[src/rtl/bk_addseq_if.sv]
// Bundle between the ALU op-decode, the byte-serial add/sub sequencer and the shared 8-bit adder slice.
// The slave modport is the sequencer's view; the master modport is the decode/adder side.
interface bk_addseq_if #(
  parameter int NBYTES = 4
);
  localparam int W = 8 * NBYTES;

  logic         start;
  logic         ready;
  logic         sub;
  logic [W-1:0] opA;
  logic [W-1:0] opB;
  logic         busy;
  logic         done;
  logic [W-1:0] Result;
  logic         Cout;
  logic [7:0]   addA;
  logic [7:0]   addB;
  logic         addCin;
  logic [7:0]   addSum;
  logic         addCout;

  modport slave (
    input  start, sub, opA, opB, addSum, addCout,
    output ready, busy, done, Result, Cout, addA, addB, addCin
  );

  modport master (
    output start, sub, opA, opB, addSum, addCout,
    input  ready, busy, done, Result, Cout, addA, addB, addCin
  );
endinterface

[src/rtl/bk_addseq_ctrl.sv]
// Byte-serial N-byte add/subtract sequencer around one shared 8-bit adder slice, LSB first.
// Optional signed-overflow output Ovf is built when BKSEQ_OVF_FLAG_EN is defined.
module bk_addseq_ctrl #(
  parameter int NBYTES = 4
) (
  input  logic clk,
  input  logic rst,
`ifdef BKSEQ_OVF_FLAG_EN
  output logic Ovf,
`endif
  bk_addseq_if.slave bus
);

  localparam int W  = 8 * NBYTES;
  localparam int IW = (NBYTES > 1) ? $clog2(NBYTES) : 1;
  localparam int SW = (W > 8) ? $clog2(W) : 3;

  localparam logic [1:0] IDLE = 2'd0;
  localparam logic [1:0] RUN  = 2'd1;
  localparam logic [1:0] DONE = 2'd2;

  localparam logic [IW-1:0] LAST = IW'(NBYTES - 1);

  logic [1:0]    state;
  logic [IW-1:0] idx;
  logic          carry;
  logic [W-1:0]  a_q;
  logic [W-1:0]  beff_q;
  logic [W-1:0]  result_q;
  logic          cout_q;
  logic          accept;
  logic          last_byte;
  logic [SW-1:0] lsb;

  assign accept    = (state == IDLE) && bus.start;
  assign last_byte = (state == RUN) && (idx == LAST);

  always_comb begin
    lsb = SW'(idx) << 3;
  end

  // Operand capture: subtract is folded into the operand as ~B with carry-in 1.
  always_ff @(posedge clk) begin
    if (accept) begin
      a_q    <= bus.opA;
      beff_q <= bus.sub ? ~bus.opB : bus.opB;
    end
  end

  always_ff @(posedge clk) begin
    if (rst) begin
      state    <= IDLE;
      idx      <= '0;
      carry    <= 1'b0;
      result_q <= '0;
      cout_q   <= 1'b0;
    end else begin
      case (state)
        IDLE: begin
          if (bus.start) begin
            carry <= bus.sub;
            idx   <= '0;
            state <= RUN;
          end
        end
        RUN: begin
          result_q[lsb +: 8] <= bus.addSum;
          carry              <= bus.addCout;
          if (idx == LAST) begin
            cout_q <= bus.addCout;
            idx    <= '0;
            state  <= DONE;
          end else begin
            idx <= idx + 1'b1;
          end
        end
        DONE: begin
          state <= IDLE;
        end
        default: begin
          state <= IDLE;
        end
      endcase
    end
  end

`ifdef BKSEQ_OVF_FLAG_EN
  logic ovf_q;

  // Operands share a sign but the top result bit differs: two's-complement overflow.
  always_ff @(posedge clk) begin
    if (rst) begin
      ovf_q <= 1'b0;
    end else if (last_byte) begin
      ovf_q <= (a_q[W-1] == beff_q[W-1]) && (bus.addSum[7] != a_q[W-1]);
    end
  end

  assign Ovf = ovf_q;
`endif

  assign bus.ready  = (state == IDLE);
  assign bus.busy   = (state == RUN) || (state == DONE);
  assign bus.done   = (state == DONE);
  assign bus.Result = result_q;
  assign bus.Cout   = cout_q;

  // Adder operands are forced to zero outside RUN so the shared slice sees no stale bytes.
  always_comb begin
    bus.addA   = 8'h00;
    bus.addB   = 8'h00;
    bus.addCin = 1'b0;
    if (state == RUN) begin
      bus.addA   = a_q[lsb +: 8];
      bus.addB   = beff_q[lsb +: 8];
      bus.addCin = carry;
    end
  end

endmodule

[src/flat_wrapper.sv]
// flat-port wrapper written by rule: the top's interface ports become plain ports
module bk_addseq_ctrl_flat 
#(
  parameter int NBYTES = 4
)
  (clk, rst, bus_start, bus_sub, bus_opA, bus_opB, bus_addSum, bus_addCout, bus_ready, bus_busy, bus_done, bus_Result, bus_Cout, bus_addA, bus_addB, bus_addCin);
  bk_addseq_if #(.NBYTES(NBYTES)) bus_i ();
  input  logic clk;
  input  logic rst;
  input wire logic [$bits(bus_i.start)-1:0] bus_start;
  input wire logic [$bits(bus_i.sub)-1:0] bus_sub;
  input wire logic [$bits(bus_i.opA)-1:0] bus_opA;
  input wire logic [$bits(bus_i.opB)-1:0] bus_opB;
  input wire logic [$bits(bus_i.addSum)-1:0] bus_addSum;
  input wire logic [$bits(bus_i.addCout)-1:0] bus_addCout;
  output wire logic [$bits(bus_i.ready)-1:0] bus_ready;
  output wire logic [$bits(bus_i.busy)-1:0] bus_busy;
  output wire logic [$bits(bus_i.done)-1:0] bus_done;
  output wire logic [$bits(bus_i.Result)-1:0] bus_Result;
  output wire logic [$bits(bus_i.Cout)-1:0] bus_Cout;
  output wire logic [$bits(bus_i.addA)-1:0] bus_addA;
  output wire logic [$bits(bus_i.addB)-1:0] bus_addB;
  output wire logic [$bits(bus_i.addCin)-1:0] bus_addCin;
  assign bus_i.start = bus_start;
  assign bus_i.sub = bus_sub;
  assign bus_i.opA = bus_opA;
  assign bus_i.opB = bus_opB;
  assign bus_i.addSum = bus_addSum;
  assign bus_i.addCout = bus_addCout;
  assign bus_ready = bus_i.ready;
  assign bus_busy = bus_i.busy;
  assign bus_done = bus_i.done;
  assign bus_Result = bus_i.Result;
  assign bus_Cout = bus_i.Cout;
  assign bus_addA = bus_i.addA;
  assign bus_addB = bus_i.addB;
  assign bus_addCin = bus_i.addCin;
  bk_addseq_ctrl #(.NBYTES(NBYTES)) u_core (.clk(clk), .rst(rst), .bus(bus_i));
endmodule
[config.mk]
export PLATFORM = sky130hd
export DESIGN_NAME = bk_addseq_ctrl_flat
export DESIGN_NICKNAME = d
export VERILOG_FILES = /design/src/rtl/bk_addseq_if.sv /design/src/rtl/bk_addseq_ctrl.sv /design/src/flat_wrapper.sv
export SDC_FILE = /design/constraint.sdc
export NUM_CORES = 1
export LEC_CHECK = 0
export CORE_MARGIN = 1.5
export CORE_UTILIZATION = 35
export CTS_BUF_LIST = sky130_fd_sc_hd__clkbuf_2
export DETAILED_ROUTE_END_ITERATION = 10
export GPL_TIMING_DRIVEN = 0
export HOLD_SLACK_MARGIN = 0.03
export MAX_ROUTING_LAYER = met4
export PLACE_DENSITY = 0.64
export SLEW_MARGIN = 20
export SYNTH_ARGS = -nofsm -noshare
export SYNTH_HDL_FRONTEND = slang
export SYNTH_SLANG_ARGS = --single-unit
[constraint.sdc]
create_clock -name clk -period 3.3 [get_ports clk]
set_input_delay 0.66 -clock clk [delete_from_list [all_inputs] [get_ports clk]]
set_output_delay 0.66 -clock clk [all_outputs]
set_load 0.1 [all_outputs]
### Yosys cells after proc, flatten, opt, wreduce, memory -nomap -nowiden

Cells that the tools add are included.

* register bits: 102
* logic and storage cells: 39

* $add $sub $neg: 2
* shift-type cells: 4
* bitwise operators: 1
* equal/unequal tests: 5
* reductions and logical operators: 7
* muxes and demuxes: 13

Operator list (count)
* variable part select 32 x 6 -> 8 bit: 2
* bitwise mux 32 bit: 1
* 2-to-1 mux 32 bit: 1
* inverter 32 bit: 1
* variable shift 8 x 7 -> 32 bit, first input constant: 1
* variable part select 8 x 7 -> 32 bit: 1
* 2-to-1 mux 8 bit: 2
* 2-to-1 mux 2 bit: 4
* case mux 2 bit (2 select lines): 2
* negator 5 -> 7 bit: 1
* AND reduction 2 bit: 3
* == test 2 bit, second input constant: 2
* != test 2 bit, second input constant: 2
* adder 2 x 1 -> 2 bit, second input constant: 1
* == test 2 x 1 -> 1 bit, second input constant: 1
* zero test 2 bit: 1
* 2-to-1 mux 1 bit: 2
* case mux 1 bit (2 select lines): 1
* nonzero test 2 bit: 1
* logical AND 1 bit: 1
* logical OR 1 bit: 1

### Longest topological paths before layout

Gate-level depths: netlist (run 1).

* depth after elaboration: 3
* gate-level depth with buffers: 8

### Least setup slack after synthesis (run 1)

Ideal clock, no wire load.

* path kind: reg2reg
* start: register u_core.state[0]
* end: register u_core.a_q[0] (enable)
* cell stages (with the launch flop): 5
* period minus slack after synthesis: 3.154 ns
* data arrival time: 2.736 ns
* path buffers: 0
* required time: 2.882 ns
* setup slack: 0.146 ns
* setup time: 0.418 ns
* path through: dfxtp_1 -> inv_1 -> ha_1 -> nand2_1 -> inv_1

* cells in the longest elaborated chain, start to end: 2

RTL lines
* from (decl): line bk_addseq_ctrl.sv:24 `logic [1:0] state;`
* from (signal assigned): line bk_addseq_ctrl.sv:52 `state <= IDLE;`
* from (signal assigned): line bk_addseq_ctrl.sv:63 `state <= RUN;`
* from (signal assigned): line bk_addseq_ctrl.sv:72 `state <= DONE;`
* zero test 2 bit
* via bus_ready: line flat_wrapper.sv:16 `output wire logic [$bits(bus_i.ready)-1:0] bus_ready;`
* logical AND 1 bit: line bk_addseq_ctrl.sv:35 `assign accept = (state == IDLE) && bus.start;`
* via u_core.accept: line bk_addseq_ctrl.sv:31 `logic accept;`
* to (signal assigned): line bk_addseq_ctrl.sv:45 `a_q <= bus.opA;`
* to (decl): line bk_addseq_ctrl.sv:27 `logic [W-1:0] a_q;`

The timed path passes the listed nets, and every way through them passes these cells.
A chain may end at the register's enable or synchronous reset.

### Worst setup path after layout (run 1)

* start: register u_core.state[1]
* end: output port bus_busy

* cells in the longest elaborated chain, start to end: 2

RTL lines
* == test 2 x 1 -> 1 bit / == test 2 bit (equally long branches)
* logical OR 1 bit (*): line bk_addseq_ctrl.sv:103 `assign bus.busy = (state == RUN) || (state == DONE);`
* to (decl): line flat_wrapper.sv:17 `output wire logic [$bits(bus_i.busy)-1:0] bus_busy;`

Mark *: on every way between the ends. The rest lies on a longest branch, timed or not.

==> impl_metrics.py, run 1 <==
metrics = {
    "run_status": {
        "status": "finished clean",
    },
    "drt": {
        "dr.pass1.iters": 5,
        "first_iter_violations": 143,
        "drt-total-wl_um": 9330,
        "wl_per_cell_um": 16.1,
        "via_per_inst": 4.86,
        "drc_errors": 0,
        "ant_nets": 0,
        "via_count": 2824,
    },
    "logic_synthesis": {
        "muxShareOfSynthArea_pct": 8.77,
        "synth-xor-area-share_pct": 6.64,
        "synthAdderAreaFrac_pct": 2.67,
        "synth.avg_cell_area_um2": 14.4,
        "netlist_area_um2": 4220,
        "synthSimpleGateAreaFrac_pct": 7.88,
        "syn_inst": 294,
        "synth_top_family_by_area": "multiplexers",
        "ys_ff_latch": 102,
        "synth_fp_nets": 380,
        "synth_compound_area_share_pct": 7.56,
        "yosys_warnings": 0,
        "seq_area_frac_synth_pct": 63.5,
        "synthDistinctLibCells": 29,
    },
    "worst_hold_path": {
        "hold_depth": 2,
        "hold_path.class": "in2reg",
    },
    "worst_setup_path": {
        "slowest_delay_ns": 1.13,
        "rr_worst_depth": 7,
        "crit_family": "buffers and inverters",
        "cp.arrival_ns": 2.46,
        "cp.required_ns": 2.64,
        "path_buf_inv": 2,
        "worst_setup_path_end_kind": "output pin",
        "path_cells": "inv_1 > ha_1 > clkdlybuf4s50_1",
        "cp.depth": 3,
        "criticalPathCategory": "reg2out",
        "slowest_stage": "clkdlybuf4s50_1",
        "path_max_fanout": 3,
        "startpoint_type": "flip-flop",
    },
    "clock_tree": {
        "cts_max_level": 3,
        "cts_hold_buf": 0,
        "clkTransAtPathRegs_ns": 0.27,
        "numCtsBuffers": 9,
        "cts_root_buf": "clkbuf_2",
        "clock_latency_ns": 0.56,
        "cts_buffer_depth": 2,
        "clock_sinks": 102,
        "cts_tree": "done",
        "cts_setup_buffers": 0,
    },
    "sta": {
        "worst_pin_slew_ns": 1.01,
        "skew_ns": 0.0428,
        "timing.fmax_mhz": 321,
        "min_period_ns": 3.12,
        "setup_viol": 0,
        "hold_violations": 0,
        "min_period_over_period_pct": 94.4,
        "rsz0062_at_grt": "false",
        "slew_headroom_pct": 32.8,
        "slew_violations": 0,
        "final.setup.tns_ns": 0,
        "setup_slack_ns": 0.184,
    },
    "global_route": {
        "grt_pass1_wl_um": 15000,
        "track_usage_pct": 15.8,
        "antenna_found_initial": 0,
        "grt_max_degree": 45,
        "overflow": 0,
        "grt_pass1_vias": 2972,
    },
    "placement": {
        "gp_congestion": 0.796,
        "dp_hpwl_um": 7050,
        "numPortBuffers": 127,
        "dp_slack_ns": 0.0681,
    },
    "finish": {
        "nNetsFinal": 519,
        "drive_gt1_share_pct": 15.3,
        "layout_common_cells": "clkdlybuf4s50_1 (109), edfxtp_1 (64), dfxtp_1 (38)",
        "area_delta_synth_final_pct": 36.4,
        "fillers": 1050,
        "final_common_cell": "clkdlybuf4s50_1",
        "antenna_cells": 0,
    },
    "floorplan": {
        "fp.dieH_um": 113,
        "die_w_um": 113,
        "core_um2": 11600,
        "pin_count": 130,
        "start_util_pct": 36.4,
        "num_rows": 39,
        "dieArea_um2": 12700,
    },
    "run": {
        "maxCapViolations": 0,
    },
    "power_and_ir_drop": {
        "cellLeakagePower_uw": 0.00206,
        "p_per_area_nw_per_um2": 445,
        "ir_worst_vdd_mv": 0.238,
    },
}
-- registers in the layout, summed over array words and instances (netlist names) --
| signal | flops |
|---|---|
| u_core.state | 2 |
| u_core.bus.Result | 32 |
| u_core.beff_q | 32 |
| u_core.a_q | 32 |
| u_core.carry | 1 |
| u_core.bus.Cout | 1 |
| u_core.idx | 2 |
-- final timing paths --
| kind | from | to | slack (ns) |
|---|---|---|---|
| min | rst | u_core.bus.Cout | 0.36 |
| min reg2reg | u_core.bus.Result[20] | u_core.bus.Result[20] | 0.49 |
| max | u_core.state[1] | bus_busy | 0.18 |
| max reg2reg | u_core.idx[1] | u_core.bus.Result[28] | 0.96 |
-- per-layer routing --
layer / global-route usage, % / vias to the layer above / wire [um]
li1: - / 1364 / -
met1: 18.2 / 1358 / 3860
met2: 27.4 / 96 / 4830
met3: 4.12 / 6 / 563
met4: 4.39 / 0 / 74
met5: - / - / 0
-- through the flow --
stage                     hold slack (ns)  instance area, um^2  cells  util [%]  power [uW]
after floorplan                     0.488                 4220    294         -        1870
after global placement              0.441                 5670    564      48.8        2070
after detailed placement            0.450                 5700    565      49.0        2080
after CTS                           0.308                 5770    581      49.7        2600
after global routing                0.295                 5760    581      49.6        2680
final                               0.360                 5760    581      49.6        2560
-- logic make-up (layout without fill, tap and decap cells) --
group                      Yosys count  count (layout)
DFF                                102             102
and+or+nand+nor                     64              64
AOI/OAI and AO/OA                   46              46
xor gates and xnor gates            32              32
buffers and inverters               24             168
muxes                               17              17
adders and majority gates            9               9
-- final cells by class --
type / count / area, um^2 / area share [%]
sequential: 102 / 2680 / 46.6
multi-input combinational: 168 / 1420 / 24.6
timing repair buffer: 128 / 1250 / 21.7
tap: 143 / 179 / 3.11
buffer: 16 / 96.3 / 1.67
clock inverter: 7 / 56.3 / 0.978
clock buffer: 9 / 45.0 / 0.782
inverter: 8 / 35.0 / 0.608
-- power breakdown --
| group | switching (uW) | internal [uW] |
|---|---|---|
| clock network | 418 | 109 |
| logic | 354 | 206 |
| registers | 22.7 | 1450 |
| total | 794 | 1770 |
-- cell usage after synthesis, drive strengths merged --
master | n | area (um^2)
and3b | 1 | 8.76
nor3b | 1 | 7.51
o21ai | 18 | 90.1
a21oi | 6 | 30.0
a32o | 8 | 80.1
a32oi | 10 | 87.6
inv | 8 | 32.5
nand2 | 26 | 97.6
buf | 11 | 73.8
nor4 | 1 | 21.3
o22ai | 1 | 6.26
edfxtp | 64 | 1920
mux2i | 1 | 10.0
nand3b | 1 | 7.51
xor2 | 32 | 280
and4bb | 1 | 12.5
clkbuf | 5 | 18.8
a211oi | 2 | 15.0
nor2b | 1 | 6.26
mux4 | 16 | 360
nor2 | 11 | 41.3
and2 | 17 | 106
dfxtp | 38 | 761
nand2b | 1 | 8.76
ha | 9 | 113
nand3 | 3 | 15.0
a2111oi | 1 | 10.0
-- repair_timing --
item | CTS | global route
endpoints found under the setup margin | 17 | 15
resized for setup | 65 | 16
hold endpoints to repair | 0 | 0
Power figures use the tool's default switching activity.
==> run 2, diff against run 1 <==
--- a/config.mk
+++ b/config.mk
@@ -6,13 +6,14 @@
 export NUM_CORES = 1
 export LEC_CHECK = 0
 export CORE_MARGIN = 1.5
-export CORE_UTILIZATION = 35
+export CORE_UTILIZATION = 48
 export CTS_BUF_LIST = sky130_fd_sc_hd__clkbuf_2
+export CTS_CLUSTER_DIAMETER = 40
 export DETAILED_ROUTE_END_ITERATION = 10
 export GPL_TIMING_DRIVEN = 0
 export HOLD_SLACK_MARGIN = 0.03
 export MAX_ROUTING_LAYER = met4
-export PLACE_DENSITY = 0.64
+export PLACE_DENSITY = 0.83
 export SLEW_MARGIN = 20
 export SYNTH_ARGS = -nofsm -noshare
 export SYNTH_HDL_FRONTEND = slang
==> constraint.sdc (replaced) <==
create_clock -name clk -period 3.4 [get_ports clk]
set_input_delay 0.68 -clock clk [delete_from_list [all_inputs] [get_ports clk]]
set_output_delay 0.68 -clock clk [all_outputs]
set_load 0.1 [all_outputs]
==> run 2 against run 1 <==
Against the previous run: register-to-register slack improved by 0.10 ns; cell count decreased by 6.2%; largest cell class unchanged; sequential power decreased by 3%; critical endpoint is now bus_ready; largest power group unchanged; wire length decreased by 6.6%; critical path depth unchanged; cell area decreased by 0.80%; first-iteration DRC count decreased by 46%; utilization increased by 17 points; clock power increased by 3%; sequential share of layout area increased by 0.38 points.
==> impl_metrics.py, run 2 (synthesis gave the netlist of run 1 again) <==
metrics = {
    "global_route": {
        "grt_pass1_wl_um": 14200,
        "grt_max_degree": 65,
        "antenna_found_initial": 0,
        "track_usage_pct": 20.0,
        "grt_pass1_vias": 2915,
        "overflow": 0,
    },
    "worst_setup_path": {
        "slowest_delay_ns": 1.18,
        "path_buf_inv": 2,
        "rr_worst_depth": 7,
        "crit_family": "buffers and inverters",
        "rrSetupSlack_ns": 1.06,
        "worst_setup_path_end_kind": "output pin",
        "path_max_fanout": 6,
        "cp.required_ns": 2.72,
        "cp.arrival_ns": 2.53,
        "reg2reg_from": "u_core.idx[1]",
        "startpoint_type": "flip-flop",
        "criticalPathCategory": "reg2out",
        "r2r_end": "u_core.bus.Result[30]",
        "slowest_stage": "clkdlybuf4s50_1",
        "path_cells": "inv_1 > ha_1 > clkdlybuf4s50_1",
    },
    "sta": {
        "min_period_ns": 3.21,
        "slew_headroom_pct": 33.8,
        "rsz0062_at_grt": "false",
        "min_period_over_period_pct": 94.3,
        "skew_ns": 0.0232,
        "setup_slack_ns": 0.193,
        "slew_violations": 0,
        "hold_violations": 0,
        "worst_pin_slew_ns": 0.989,
        "setup_viol": 0,
        "timing.fmax_mhz": 312,
        "final.setup.tns_ns": 0,
    },
    "floorplan": {
        "num_rows": 34,
        "start_util_pct": 48.9,
        "core_um2": 8640,
        "dieArea_um2": 9370,
        "fp.dieH_um": 96.8,
        "pin_count": 130,
        "die_w_um": 96.8,
    },
    "placement": {
        "numPortBuffers": 127,
        "placed_area_um2": 5630,
        "gp_congestion": 0.757,
        "dp_hpwl_um": 6660,
        "dp_slack_ns": 0.209,
    },
    "finish": {
        "area_delta_synth_final_pct": 35.3,
        "fillers": 657,
        "layout_common_cells": "clkdlybuf4s50_1 (110), edfxtp_1 (64), dfxtp_1 (38)",
        "drive_gt1_share_pct": 14.6,
        "postLayoutCoreUtil_pct": 66.1,
        "antenna_cells": 0,
        "nNetsFinal": 518,
        "stdcell_area_um2": 5710,
        "final_common_cell": "clkdlybuf4s50_1",
    },
    "clock_tree": {
        "cts_root_buf": "clkbuf_2",
        "clock_latency_ns": 0.58,
        "clock_sinks": 102,
        "numCtsBuffers": 9,
        "cts_buffer_depth": 2,
        "cts_max_level": 3,
        "cts_tree": "done",
        "clkTransAtPathRegs_ns": 0.27,
    },
    "worst_hold_path": {
        "hp-start": "rst",
        "whs_endpoint": "u_core.state[1]",
        "hold_depth": 2,
        "hold_path.class": "in2reg",
    },
    "power_and_ir_drop": {
        "cellLeakagePower_uw": 0.00205,
        "ir_worst_vdd_mv": 0.237,
        "p_per_area_nw_per_um2": 440,
        "total_power_uw": 2520,
    },
    "run": {
        "maxCapViolations": 0,
    },
    "drt": {
        "via_count": 2852,
        "dr.pass1.iters": 5,
        "first_iter_violations": 77,
        "drc_errors": 0,
        "via_per_inst": 5.23,
        "drt-total-wl_um": 8710,
        "wl_per_cell_um": 16.0,
        "ant_nets": 0,
    },
    "run_status": {
        "status": "finished clean",
    },
}
## run 2: cell types whose count changed in the layout (fill, tap and decap cells not counted), sizes merged
cell           before  now
clkdlybuf4s50     109  110
clkinvlp            1    0
clkdlybuf4s15       2    9
clkdlybuf4s18       5    0
clkinv              4    2
inv                10   13
buf                20   19
dlymetal6s2s        1    0
clkbuf             16   14
## run 2: worst max-delay path by stage
stage	cells past startpoint	to	startpoint
global placement	3	u_core.beff_q[19]	bus_start
floorplan	4	u_core.a_q[0]	u_core.state[0]
detailed placement	5	bus_addB[1]	u_core.idx[1]
global route	3	bus_ready	u_core.state[0]
finish	3	bus_ready	u_core.state[0]
CTS	5	bus_addB[5]	u_core.idx[1]
## run 2: metrics by stage
stage / hold slack [ns] / std cells
after floorplan: 0.488 / 294
after global placement: 0.435 / 529
after detailed placement: 0.443 / 529
after CTS: 0.324 / 545
after global routing: 0.342 / 545
final: 0.346 / 545
## run 2: what timing repair did
item                                    in CTS  in global routing
gates resized for setup                     51                 16
hold buffers                                 0                  0
gates cloned                                 0                  0
setup buffers                                0                  0
endpoints found under the setup margin      17                  8
## run 2: layout make-up
type	instances	area [um^2]	area share [%]
buffer	16	92.6	1.62
timing repair buffer	127	1240	21.8
sequential	102	2680	47.0
inverter	8	35.0	0.613
multi-input combinational	168	1420	24.8
clock inverter	7	63.8	1.12
clock buffer	9	45.0	0.789
tap	108	135	2.37
## run 2: routing by layer
| layer | part of all wire [%] | track usage, % | vias to the layer above |
|---|---|---|---|
| li1 | - | - | 1361 |
| met1 | 41 | 23.7 | 1364 |
| met2 | 52 | 34.4 | 111 |
| met3 | 5.2 | 3.40 | 16 |
| met4 | 1.5 | 7.02 | 0 |
| met5 | 0 | - | - |
## run 2: power by group
part / internal (uW) / switching, uW / leakage, uW
logic: 196 / 343 / 0.00105
registers: 1410 / 23.1 / 0.000922
clock network: 119 / 426 / 0.0000703
==> run 3, diff against run 2 <==
--- a/config.mk
+++ b/config.mk
@@ -5,15 +5,14 @@
 export SDC_FILE = /design/constraint.sdc
 export NUM_CORES = 1
 export LEC_CHECK = 0
-export CORE_MARGIN = 1.5
-export CORE_UTILIZATION = 48
+export CORE_UTILIZATION = 50
 export CTS_BUF_LIST = sky130_fd_sc_hd__clkbuf_2
 export CTS_CLUSTER_DIAMETER = 40
 export DETAILED_ROUTE_END_ITERATION = 10
 export GPL_TIMING_DRIVEN = 0
 export HOLD_SLACK_MARGIN = 0.03
 export MAX_ROUTING_LAYER = met4
-export PLACE_DENSITY = 0.83
+export PLACE_DENSITY = 0.86
 export SLEW_MARGIN = 20
 export SYNTH_ARGS = -nofsm -noshare
 export SYNTH_HDL_FRONTEND = slang
==> constraint.sdc (replaced) <==
create_clock -name clk -period 4 [get_ports clk]
set_input_delay 0.8 -clock clk [delete_from_list [all_inputs] [get_ports clk]]
set_output_delay 0.8 -clock clk [all_outputs]
set_load 0.1 [all_outputs]
==> run 3 against run 2 <==
Against the previous run: cell area grew 0.55%; worst setup slack gained 0.011 ns; via count grew 1.3%; total power shrank 16%; clock power shrank 22%; clock skew shrank 0.0050 ns; sequential cell count is the same; critical endpoint is now bus_addA[4]; largest cell class unchanged; largest power group unchanged.
==> impl_metrics.py, run 3 (synthesis gave the netlist of run 1 again) <==
metrics = {
    "drt": {
        "via_per_inst": 5.33,
        "wl_per_cell_um": 16.3,
        "via_count": 2890,
        "drt-total-wl_um": 8860,
        "first_iter_violations": 143,
        "dr.pass1.iters": 5,
        "drc_errors": 0,
        "ant_nets": 0,
    },
    "clock_tree": {
        "cts_max_level": 3,
        "clock_sinks": 102,
        "cts_hold_buf": 0,
        "cts_root_buf": "clkbuf_2",
        "clkTransAtPathRegs_ns": 0.25,
        "numCtsBuffers": 9,
        "cts_setup_buffers": 0,
        "cts_buffer_depth": 2,
        "clock_latency_ns": 0.52,
        "cts_tree": "done",
    },
    "sta": {
        "min_period_ns": 3.80,
        "setup_viol": 0,
        "slew_headroom_pct": 32.3,
        "worst_pin_slew_ns": 1.01,
        "timing.fmax_mhz": 263,
        "hold_violations": 0,
        "skew_ns": 0.0182,
        "min_period_over_period_pct": 94.9,
        "rsz0062_at_grt": "false",
        "slew_violations": 0,
        "final.setup.tns_ns": 0,
    },
    "finish": {
        "postLayoutCoreUtil_pct": 70.2,
        "drive_gt1_share_pct": 11.0,
        "layout_common_cells": "clkdlybuf4s50_1 (119), edfxtp_1 (64), dfxtp_1 (38)",
        "nNetsFinal": 518,
        "area_delta_synth_final_pct": 36.0,
        "final_common_cell": "clkdlybuf4s50_1",
        "antenna_cells": 0,
        "stdcell_area_um2": 5740,
    },
    "worst_setup_path": {
        "cp.arrival_ns": 3.00,
        "path_cells": "inv_1 > ha_1 > buf_6 > clkbuf_1 > and2_1 > clkdlybuf4s50_1",
        "path_max_fanout": 10,
        "crit_family": "buffers and inverters",
        "cp.required_ns": 3.20,
        "worst_setup_path_end_kind": "output pin",
        "slowest_stage": "clkdlybuf4s50_1",
        "slowest_delay_ns": 1.13,
        "startpoint_type": "flip-flop",
        "criticalPathCategory": "reg2out",
        "path_buf_inv": 4,
    },
    "floorplan": {
        "die_w_um": 93.9,
        "start_util_pct": 51.7,
        "num_rows": 33,
        "fp.dieH_um": 93.9,
        "dieArea_um2": 8820,
        "core_um2": 8180,
        "pin_count": 130,
    },
    "power_and_ir_drop": {
        "total_power_uw": 2110,
        "p_per_area_nw_per_um2": 367,
        "ir_worst_vdd_mv": 0.243,
        "cellLeakagePower_uw": 0.00216,
    },
    "placement": {
        "dp_hpwl_um": 6640,
        "numPortBuffers": 127,
        "gp_congestion": 0.810,
        "placed_area_um2": 5630,
    },
    "global_route": {
        "grt_max_degree": 65,
        "grt_pass1_vias": 2859,
        "overflow": 0,
        "grt_pass1_wl_um": 13800,
        "antenna_found_initial": 0,
        "track_usage_pct": 21.7,
    },
    "worst_hold_path": {
        "hold_path.class": "reg2reg",
    },
    "run_status": {
        "status": "finished clean",
    },
    "run": {
        "maxCapViolations": 0,
    },
}
-- run 3: cell count changes in the layout (fill, tap and decap cells not counted), moves of 2 or more --
cell and change:
dlymetal6s2s_1 +8, clkdlybuf4s15_2 -9, clkinv_2 +2, clkdlybuf4s50_1 +9, buf_2 -8, inv_8 -3
-- run 3: cell type report --
class | instances | area (um^2)
Buffer | 16 | 92.6
Clock buffer | 10 | 50.0
Clock inverter | 6 | 45.0
Fill cell | 587 | 2430
Inverter | 8 | 35.0
Multi-Input combinational cell | 168 | 1420
Sequential cell | 102 | 2680
Tap cell | 105 | 131
Timing Repair Buffer | 127 | 1290
-- run 3: repair_timing --
item / CTS / global route
endpoints found under the hold margin: 0 / 0
endpoints found under the setup margin: 0 / 8
gates resized for setup: 0 / 8
-- run 3: power breakdown --
part | leakage, uW | internal [uW] | total [uW] | switching (uW)
Combinational | 0.00117 | 174 | 465 | 291
Sequential | 0.000922 | 1200 | 1220 | 19.9
Clock | 0.0000671 | 91.6 | 425 | 334
Total | 0.00216 | 1460 | 2110 | 644
-- run 3: metal layers --
metal / part of all wire (%) / track usage [%] / vias to the layer above / wire (um)
met2: 54 / 38.5 / 121 / 4770
met1: 39 / 24.5 / 1389 / 3420
met3: 5.7 / 4.13 / 19 / 502
met5: 0 / - / - / 0
li1: - / - / 1361 / -
met4: 1.9 / 7.44 / 0 / 164
-- run 3: final timing paths --
path | start | end | slack, ns | depth (start not counted)
setup / recovery | u_core.state[1] | bus_addA[4] | 0.20 | 6
setup reg to reg | u_core.idx[1] | u_core.bus.Result[28] | 1.58 | 7
hold reg to reg | u_core.bus.Result[12] | u_core.bus.Result[12] | 0.49 | 2
hold / removal | u_core.bus.Result[12] | u_core.bus.Result[12] | 0.49 | 2
-- run 3: tightest hold or removal path, stage by stage (launching register included) --
cell,delay [ns]
dfxtp_1,0.37
nand2_1,0.05
o21ai_0,0.06
-- run 3: stage by stage --
stage	hold slack, ns	std cells	worst slack, ns
2_1_floorplan	0.488	294	0.846
3_3_place_gp	0.436	526	0.515
3_5_place_dp	0.441	526	0.692
4_1_cts	0.485	542	0.0462
5_1_grt	0.486	542	0.00290
6_report	0.487	542	0.205
